==> src/rtl/wb_arbiter_2m.sv <==
// Two-master round-robin Wishbone arbiter in front of a single RAM slave.
// Optional stall timeout with DRAIN state is enabled by defining WB_ARB_TIMEOUT_EN.
module wb_arbiter_2m #(
    parameter int TIMEOUT = 255
) (
    input  logic        wb_clk_i,
    input  logic        wb_rst_ni,
    input  logic [31:0] m0_adr_i,
    input  logic [31:0] m0_dat_i,
    input  logic [3:0]  m0_sel_i,
    input  logic        m0_we_i,
    input  logic        m0_cyc_i,
    input  logic        m0_stb_i,
    output logic        m0_ack_o,
    output logic        m0_err_o,
    output logic [31:0] m0_dat_o,
    input  logic [31:0] m1_adr_i,
    input  logic [31:0] m1_dat_i,
    input  logic [3:0]  m1_sel_i,
    input  logic        m1_we_i,
    input  logic        m1_cyc_i,
    input  logic        m1_stb_i,
    output logic        m1_ack_o,
    output logic        m1_err_o,
    output logic [31:0] m1_dat_o,
    output logic [31:0] s_adr_o,
    output logic [31:0] s_dat_o,
    output logic [3:0]  s_sel_o,
    output logic        s_we_o,
    output logic        s_cyc_o,
    output logic        s_stb_o,
    input  logic        s_ack_i,
    input  logic [31:0] s_dat_i,
    output logic        s_instr_o
);

    if (TIMEOUT < 1 || TIMEOUT > 255) begin : g_bad_timeout
        $error("wb_arbiter_2m: TIMEOUT must be in 1..255");
    end

`ifdef WB_ARB_TIMEOUT_EN
    typedef enum logic [1:0] {IDLE = 2'd0, GNT0 = 2'd1, GNT1 = 2'd2, DRAIN = 2'd3} state_e;
`else
    typedef enum logic [1:0] {IDLE = 2'd0, GNT0 = 2'd1, GNT1 = 2'd2} state_e;
`endif

    state_e state_q, state_d;
    logic   last_q, last_d;   // 1 = m1 was granted last
    logic   req0, req1, own0, own1, tmo;

    assign req0 = m0_cyc_i & m0_stb_i;
    assign req1 = m1_cyc_i & m1_stb_i;
    assign own0 = (state_q == GNT0);
    assign own1 = (state_q == GNT1);

`ifdef WB_ARB_TIMEOUT_EN
    localparam logic [7:0] TMO_LAST = 8'(TIMEOUT - 1);
    logic [7:0] cnt_q, cnt_d;
    logic       stall;

    assign stall = ((own0 & m0_stb_i) | (own1 & m1_stb_i)) & ~s_ack_i;
    // Fires on the stalled cycle that brings the count up to TIMEOUT.
    assign tmo   = stall & (cnt_q == TMO_LAST);

    always_comb begin
        cnt_d = 8'd0;
        if ((own0 || own1) && state_d == state_q) begin
            if (stall)         cnt_d = cnt_q + 8'd1;
            else if (!s_ack_i) cnt_d = cnt_q;
        end
    end
`else
    assign tmo = 1'b0;
`endif

    always_comb begin
        state_d = state_q;
        last_d  = last_q;
        case (state_q)
            IDLE: begin
                if (req0 && (!req1 || last_q)) begin
                    state_d = GNT0;
                    last_d  = 1'b0;
                end else if (req1) begin
                    state_d = GNT1;
                    last_d  = 1'b1;
                end
            end
            GNT0: begin
                if (!m0_cyc_i) state_d = IDLE;
`ifdef WB_ARB_TIMEOUT_EN
                else if (tmo)  state_d = DRAIN;
`endif
            end
            GNT1: begin
                if (!m1_cyc_i) state_d = IDLE;
`ifdef WB_ARB_TIMEOUT_EN
                else if (tmo)  state_d = DRAIN;
`endif
            end
`ifdef WB_ARB_TIMEOUT_EN
            // last_q still names the aborted owner; wait for it to let go of cyc.
            DRAIN: if (!(last_q ? m1_cyc_i : m0_cyc_i)) state_d = IDLE;
`endif
            default: state_d = IDLE;
        endcase
    end

    // Everything is forced low while reset is asserted, even mid-grant.
    always_comb begin
        s_adr_o   = 32'd0;
        s_dat_o   = 32'd0;
        s_sel_o   = 4'd0;
        s_we_o    = 1'b0;
        s_cyc_o   = 1'b0;
        s_stb_o   = 1'b0;
        s_instr_o = 1'b0;
        m0_ack_o  = 1'b0;
        m1_ack_o  = 1'b0;
        m0_err_o  = 1'b0;
        m1_err_o  = 1'b0;
        m0_dat_o  = 32'd0;
        m1_dat_o  = 32'd0;
        if (wb_rst_ni) begin
            m0_dat_o = s_dat_i;
            m1_dat_o = s_dat_i;
            if (own0) begin
                s_adr_o   = m0_adr_i;
                s_dat_o   = m0_dat_i;
                s_sel_o   = m0_sel_i;
                s_we_o    = m0_we_i;
                s_cyc_o   = m0_cyc_i;
                s_stb_o   = m0_stb_i;
                s_instr_o = 1'b1;
                m0_ack_o  = s_ack_i & ~tmo;
                m0_err_o  = tmo;
            end else if (own1) begin
                s_adr_o   = m1_adr_i;
                s_dat_o   = m1_dat_i;
                s_sel_o   = m1_sel_i;
                s_we_o    = m1_we_i;
                s_cyc_o   = m1_cyc_i;
                s_stb_o   = m1_stb_i;
                m1_ack_o  = s_ack_i & ~tmo;
                m1_err_o  = tmo;
            end
        end
    end

    always_ff @(posedge wb_clk_i) begin
        if (!wb_rst_ni) begin
            state_q <= IDLE;
            last_q  <= 1'b1;
`ifdef WB_ARB_TIMEOUT_EN
            cnt_q   <= 8'd0;
`endif
        end else begin
            state_q <= state_d;
            last_q  <= last_d;
`ifdef WB_ARB_TIMEOUT_EN
            cnt_q   <= cnt_d;
`endif
        end
    end

endmodule

==> config.mk <==
export PLATFORM = sky130hd
export DESIGN_NAME = wb_arbiter_2m
export DESIGN_NICKNAME = d
export VERILOG_FILES = /design/src/rtl/wb_arbiter_2m.sv
export SDC_FILE = /design/constraint.sdc
export NUM_CORES = 1
export LEC_CHECK = 0
export ABC_CLOCK_PERIOD_IN_PS = 1980
export CAP_MARGIN = 20
export CORE_AREA = 2 2 124 126
export DETAILED_ROUTE_END_ITERATION = 6
export DIE_AREA = 0 0 126 128
export SETUP_SLACK_MARGIN = 0.05
export SLEW_MARGIN = 20
export SYNTH_ARGS = -nofsm -noshare
export SYNTH_HDL_FRONTEND = slang
export SYNTH_SLANG_ARGS = --single-unit
==> constraint.sdc <==
create_clock -name wb_clk_i -period 1.98 [get_ports wb_clk_i]
set_input_delay 0.396 -clock wb_clk_i [delete_from_list [all_inputs] [get_ports wb_clk_i]]
set_output_delay 0.396 -clock wb_clk_i [all_outputs]
set_load 0.005 [all_outputs]
# == Word-level counts from Yosys, hierarchy flattened ==
# Index checks and enable logic that the tools add are counted.
# totals
out_inout_bits,140
romBits,0
latch_bits,0
mem_count,0
mem_bits_rw,0
regBits,3
word_cells,49
# classes
shifts,0
add_sub_neg,0
reduce_logical,7
magnitude_cmp,0
div,0
eq_ne,5
mul,0
bitwise,2
muxes,33
# ops
operator,count
$mux 32,7
$mux 1,18
$mux 4,3
$mux 2,4
$pmux 2 s3,1
$ne 2x2->1 const B,2
$ne 3x3->1 const B,1
$reduce_and 3->1,1
$and 1x1->1,2
$eq 2x1->1 const B,1
$eq 2x2->1 const B,1
$logic_not 2->1,1
$reduce_and 2->1,1
$reduce_bool 2->1,1
$logic_and 1x1->1,1
$logic_not 1->1,1
$logic_or 1x1->1,1

# == Logic depth before layout (Yosys ltp) ==
# Gate-level depths: netlist (run 1).
# depth
word_depth,6
ltp_mapped,5

# == Least setup slack after synthesis (run 1) ==
# No wires, ideal clock.
# synth_path
path_kind,input to output
start,input wb_rst_ni
end,output s_adr_o[23]
t_arrival_ns,1.200
path_slack_ns,0.384
path_stages,5
t_required_ns,1.584
path_cell_list,buf_2 and3b_1 buf_2 buf_4 a22o_1
# synth_via
elab_chain_len,1
# synth_lines
element,line_no,rtl
"start, declared",7,"input logic wb_rst_ni,"
$mux 32,124,if (wb_rst_ni) begin
"end, declared",26,"output logic [31:0] s_adr_o,"
# Every way passes these cells.

# == Worst setup path after layout (run 1) ==
# layout_path
start,register state_q[1]
end,output s_dat_o[22]
# layout_via
elab_chain_len,4
elab_cells_between_ends,5
classes_between,eq/ne (2); mux (3)
# layout_lines
element,line_no,rtl
"start, declared",47,"state_e state_q, state_d;"
"start signal, assigned",158,state_q <= state_d;
$eq 2x2->1,54,assign own1 = (state_q == GNT1);
$mux 32,137,end else if (own1) begin
$mux 32 (*),127,if (own0) begin
$mux 32 (*),124,
"end, declared",27,"output logic [31:0] s_dat_o,"
# Mark *: on every way between the ends. The rest lies on a longest branch, timed or not.

==> impl_metrics.csv, run 1 <==
group,metric,value,unit
floorplan,initial_core_util,0.0960,
finish,area_delta_synth_final,231,%
power_and_ir_drop,total_leakage_power,0.00242,uW
setup_path,arrival,1.61,ns
routing,wirelength_met1,4270,um
synthesis,synth_top_family_by_area,"compound AO/OA/AOI/OAI gates",
cts,cts-buffers-inserted,3,
sta,fin_crit_sh,1.01,
cts,cts-root-buf,"clkbuf_16",
outcome,violations,"negative setup slack",
sta,period_needed,2.01,ns
finish,stdcell_area,4730,um^2
global_route,grt_max_degree,33,
setup_path,crit_required,1.58,ns
routing,wire_per_inst,17.6,um
cts,clkSlewWorstSetupHoldPaths,0.03,ns
floorplan,row_count,45,
global_route,grt_pass1_wl,16300,um
setup_path,startpoint_type,"flip-flop",
setup_path,cp_max_fo,10,
synthesis,synth_cell_type_count,20,
routing,drc_errors,0,
setup_path,cp_top_family,"buffers and inverters",
power_and_ir_drop,switching_share,0.240,
power_and_ir_drop,ir_worst_vdd,0.232,mV
floorplan,die_y,128,um
power_and_ir_drop,p_per_area,246,nW/um^2
global_route,gr-total-overflow,0,
routing,wl_met2,6150,um
cts,worst_skew_pair.late_latency,0.22,ns
sta,rsz0062_at_grt,"yes",
routing,vias_per_cell,4.01,
power_and_ir_drop,clockPowerShare,0.277,
power_and_ir_drop,combinationalPowerShare,0.665,
finish,nFillCells,1560,
synthesis,yosysSeqAreaShare,0.0421,
global_route,antenna_found_initial,2,
sta,final_hold_viol_count,0,
place,place_area,4520,um^2
place,port_buffers,314,
synthesis,syn_area_per_cell,8.02,um^2
routing,vias,2661,
setup_path,path_class,"flip-flop to output pin",
sta,setup_violations,10,
synthesis,synth-seq-cells,3,
sta,fin_setup_tns,-0.191,ns
sta,worst_slack,-0.0279,ns
floorplan,io_pins,317,
floorplan,die-area,16100,um^2
finish,utilization,0.318,
setup_path,worstSetupEndpointType,"output pin",
setup_path,cp_num_buf_inv,5,
global_route,grt_pass1_vias,2795,
synthesis,synth_fa_ha_area_frac,0,
run,cap_violations,0,
setup_path,critPathSlowestCell,"dfxtp_2",
routing,routed_wl,11700,um
setup_path,crit_chain,"and3b_2 > buf_12 > buf_8 > buf_12 > buf_12 > a22o_1 > buf_2",
routing,ant_nets,0,
routing,drtIter0Drc,100,
floorplan,die_x,126,um
synthesis,netlist_instances,178,
global_route,grt_use_total,0.129,
power_and_ir_drop,switching_power,279,uW
setup_path,cpMostUsedCell,"buf_12",
cts,cts_tree,"done",
place,hpwl,8600,um
sta,fin_worst_skew,0.00165,ns
synthesis,synthXorXnorAreaFrac,0,
place,place_congestion,0.850,
setup_path,crit_path_max_incr_delay,0.32,ns
power_and_ir_drop,p_int,884,uW
floorplan,core_region_area,14900,um^2
sta,fmax,498,MHz
sta,holdWs,0.528,ns
synthesis,syn-cell-area,1430,um^2
synthesis,synthMuxAreaShare,0,
outcome,status,"complete, but fails checks",
synthesis,synthSimpleGateAreaFrac,0.205,
finish,drive_gt1_frac,0.230,
finish,nNetsFinal,652,
synthesis,synth_compound_area_frac,0.454,
routing,maxUsedRoutingLayer,"met4",
routing,drt_first_pass_iters,4,
routing,routed-wl-met3,1030,um
cts,clock_tree.buffer_depth,2,
cts,cts_num_sinks,3,
power_and_ir_drop,p_seq_frac,0.058,
worst_hold_path,hp-class,"flip-flop to flip-flop",
cts,cts.htree.levels,1,
synthesis,yosysWarnings,0,
sta,drv_slew,0,
-- worst paths after layout --
kind / startpoint / to / slack, ns / depth (start not counted)
worst min register to register: last_q / last_q / 0.53 / 1
worst max register to register: state_q[1] / last_q / 0.99 / 3
worst min-delay path: last_q / last_q / 0.53 / 1
worst max-delay path: state_q[1] / s_dat_o[22] / -0.03 / 7
-- cell families (layout without fill, tap and decap cells) --
group / after synthesis / count (layout)
AOI/OAI and AO/OA: 74 / 74
buffers and inverters: 55 / 350
and+or+nand+nor: 45 / 45
DFF: 3 / 3
other: 1 / 4
-- power by group through the flow --
stage / sequential (uW) / combinational [uW] / clock (uW)
4_1_cts: 67.4 / 797 / 326
2_1_floorplan: 68.9 / 201 / 0
3_3_place_gp: 67.6 / 769 / 0
5_1_grt: 67.9 / 821 / 333
3_5_place_dp: 67.7 / 773 / 0
6_report: 67.3 / 774 / 322
-- repair_timing --
item | in CTS | in global routing
gates resized for setup | 270 | 49
pin swaps | 11 | 13
buffers inserted | 11 | 3
hold buffers | 0 | 0
cloned | 9 | 2
setup endpoints to repair | 138 | 75
-- final cells by class --
class	count	area [um^2]	share of cell area
flip-flops and latches	3	62.6	0.0132
clock buffers	4	78.8	0.0167
diodes	2	5.00	0.00106
repair buffers	345	3390	0.716
multi-input cells	121	956	0.202
well taps	188	235	0.0497
inverters	1	3.75	0.000793
-- sequential cells by signal, summed over array words and instances, names as in the netlist --
register / cells
last_q: 1
state_q: 2
-- through the flow --
stage / total power (uW) / instances / setup WS [ns]
detailed placement: 840 / 637 / -0.543
CTS: 1190 / 661 / -0.0600
finish: 1160 / 664 / -0.0279
global route: 1220 / 664 / -0.0710
floorplan: 270 / 179 / 0.384
global placement: 836 / 637 / -0.532
-- layer usage --
metal | vias up | GRT usage
met2 | 172 | 0.240
li1 | 1241 | -
met1 | 1238 | 0.142
met5 | - | 0
met4 | 0 | 0.0401
met3 | 10 | 0.0363
-- Yosys cell counts --
cell / number / area [um^2]
buf_4: 41 / 308
a21oi_1: 1 / 5.00
inv_1: 1 / 3.75
buf_6: 8 / 90.1
conb_1: 1 / 3.75
nand3b_1: 3 / 22.5
buf_2: 2 / 10.0
a311oi_1: 1 / 8.76
clkbuf_1: 3 / 11.3
nor2_1: 2 / 7.51
and2_1: 34 / 213
o32a_1: 1 / 10.0
and3b_1: 2 / 17.5
nor4bb_1: 1 / 10.0
nand2b_1: 1 / 6.26
o2111a_1: 1 / 11.3
dfxtp_1: 3 / 60.1
and2b_1: 1 / 7.51
a22o_1: 70 / 613
nand4b_1: 1 / 8.76
-- worst reg2reg max path: cells and delay by family, from the launching register on --
family | cells | cell delay (ns)
flops | 1 | 0.31
compound gates | 1 | 0.18
simple gates | 1 | 0.30
buf+inv | 1 | 0.14
-- cells in the final DEF (no fill, tap or decap), types with 2 or more instances in the layout --
cell type          n
conb_1             2
buf_12            11
dlygate4sd2_1     10
and2_4             2
dfxtp_2            2
buf_4              8
dlymetal6s2s_1    28
clkbuf_2          16
buf_2             53
buf_6              3
a22o_1            70
and3b_2            2
and2_1            32
buf_8              2
nor2_1             2
nand3b_1           3
diode_2            2
clkdlybuf4s50_1  206
clkbuf_16          4
buf_16             6
(Power assumes the default switching activity.)
==> inputs of run 2 (changes only) <==
Settings changed: HOLD_SLACK_MARGIN from default to 0.1, SLEW_MARGIN 20 to 15.
==> results of run 2 <==
Final layout, timing and power as in run 1 (identical DEF).
==> inputs of run 3 (changes only) <==
Settings changed: TNS_END_PERCENT from default to 5.
==> run 3 against run 2 <==
  * Register-to-register slack hardly changed
  * The run now ends clean
  * Clock skew about the same
  * Total power shrank 1.9%
==> impl_metrics.csv, run 3 (synthesized netlist as in run 1, its figures left out) <==
group,metric,value,unit
worst_hold_path,hp-class,"flip-flop to flip-flop",
setup_path,worstSetupEndpointType,"output pin",
routing,vias,2555,
floorplan,die_x,126,um
cts,cts.htree.levels,1,
worst_hold_path,holdPathStages,1,
sta,worst_slack,0.0742,ns
power_and_ir_drop,switching_share,0.235,
floorplan,die_y,128,um
setup_path,path_class,"input port to output pin",
finish,final_common_cell,"clkdlybuf4s50_1",
floorplan,die-area,16100,um^2
place,port_buffers,314,
floorplan,io_pins,317,
floorplan,core_region_area,14900,um^2
global_route,grt_pass1_vias,2627,
sta,rsz0062_at_grt,"yes",
finish,drive_gt1_frac,0.166,
global_route,antenna_found_initial,2,
setup_path,crit_required,1.58,ns
sta,final_hold_viol_count,0,
sta,holdWs,0.528,ns
floorplan,row_count,45,
power_and_ir_drop,clockPowerShare,0.282,
sta,drv_slew,0,
finish,regArea,62.6,um^2
power_and_ir_drop,ir_worst_vdd,0.231,mV
routing,drc_errors,0,
routing,ant_nets,0,
routing,wire_per_inst,16.6,um
cts,clkSlewWorstSetupHoldPaths,0.03,ns
setup_path,startpoint_type,"input port",
finish,top_regs,"state_q: 2 flops, last_q: 1 flops",
cts,cts-buffers-inserted,3,
sta,setup_violations,0,
power_and_ir_drop,p_per_area,246,nW/um^2
cts,clock_tree.buffer_depth,2,
global_route,grt_use_total,0.121,
sta,fin_crit_sh,0.963,
routing,routed_wl,10800,um
finish,stdcell_area,4650,um^2
place,place_area,4520,um^2
cts,cts-root-buf,"clkbuf_16",
power_and_ir_drop,switching_power,268,uW
routing,drt_first_pass_iters,4,
routing,vias_per_cell,3.91,
power_and_ir_drop,total_leakage_power,0.00235,uW
finish,nNetsFinal,641,
finish,nFillCells,1563,
run,cap_violations,0,
place,dp.cells,637,
global_route,grt_max_degree,36,
setup_path,r2r_setup_slack,0.99,ns
routing,drtIter0Drc,91,
global_route,grt_pass1_wl,15300,um
setup_path,arrival,1.51,ns
finish,largest_reg_flops,2,
finish,regMostFlops,"state_q",
finish,area_delta_synth_final,225,%
floorplan,initial_core_util,0.0960,
finish,final_cell_mix,"clkdlybuf4s50_1 (207), a22o_1 (70), and2_1 (32), dlymetal6s2s_1 (27), buf_2 (26)",
sta,fin_worst_skew,0.00165,ns
place,place_congestion,0.850,
sta,period_needed,1.91,ns
power_and_ir_drop,p_seq_frac,0.059,
sta,fmax,525,MHz
finish,multi_input_area,956,um^2
outcome,status,"complete, no violations",
cts,ctsHoldBuffers,0,
setup_path,worstRegToRegCells,3,
cts,cts_num_sinks,3,
sta,fin_setup_tns,0,ns
cts,cts_tree,"done",
cts,worst_skew_pair.late_latency,0.22,ns
power_and_ir_drop,combinationalPowerShare,0.659,
global_route,gr-total-overflow,0,
power_and_ir_drop,p_int,873,uW
finish,finalNonFillerCells,653,
setup_path,cp_max_fo,2,
place,hpwl,8600,um
place,dp_worst_setup_slack,-0.543,ns
[run 3: cell count changes in the layout (fill, tap and decap cells not counted), moves of 2 or more]
cell	previous run	this run
dlygate4sd2_1	10	23
buf_16	6	4
buf_4	8	5
buf_2	53	26
buf_12	11	8
clkbuf_2	16	22
clkdlybuf4s15_1	1	9
buf_8	2	0
[run 3: what timing repair did]
item,4_1_cts,5_1_grt
pin swaps,4,1
gates cloned,5,0
resized for setup,187,61
hold endpoints to repair,0,0
setup endpoints to repair,138,81
buffers inserted,5,0
[run 3: area by class of cell]
type	count	share of cell area
Clock buffer	4	0.0170
Antenna cell	2	0.00108
Multi-Input combinational cell	121	0.206
Timing Repair Buffer	334	0.711
Tap cell	188	0.0506
Inverter	1	0.000808
Sequential cell	3	0.0135
[run 3: worst max-delay path, stage by stage]
cell and delay [ns]:
clkdlybuf4s50_1 0.46, and2_1 0.15, clkdlybuf4s50_1 0.50
[run 3: per-stage QoR]
step	power (uW)	utilization
after floorplan	270	-
after global placement	836	0.304
after detailed placement	840	0.304
after CTS	1170	0.315
after global routing	1200	0.313
final	1140	0.313
[run 3: routing by layer]
layer,wire length (um),vias to the layer above,global-route usage,part of all wire
met5,0,-,0,0
met4,172,0,0.0323,0.016
met3,1050,8,0.0363,0.097
met2,5790,174,0.224,0.53
met1,3810,1156,0.135,0.35
li1,-,1217,-,-
[run 3: power groups by stage]
stage          Combinational, uW  Sequential (uW)  Clock [uW]
3_3_place_gp                 769             67.6           0
2_1_floorplan                201             68.9           0
6_report                     752             67.3         322
4_1_cts                      778             67.4         326
3_5_place_dp                 773             67.7           0
5_1_grt                      801             67.9         333
[run 3: worst paths after layout]
kind,start,end
max,s_dat_i[22],m0_dat_o[22]
max reg2reg,state_q[1],last_q
min reg2reg,last_q,last_q
min,last_q,last_q
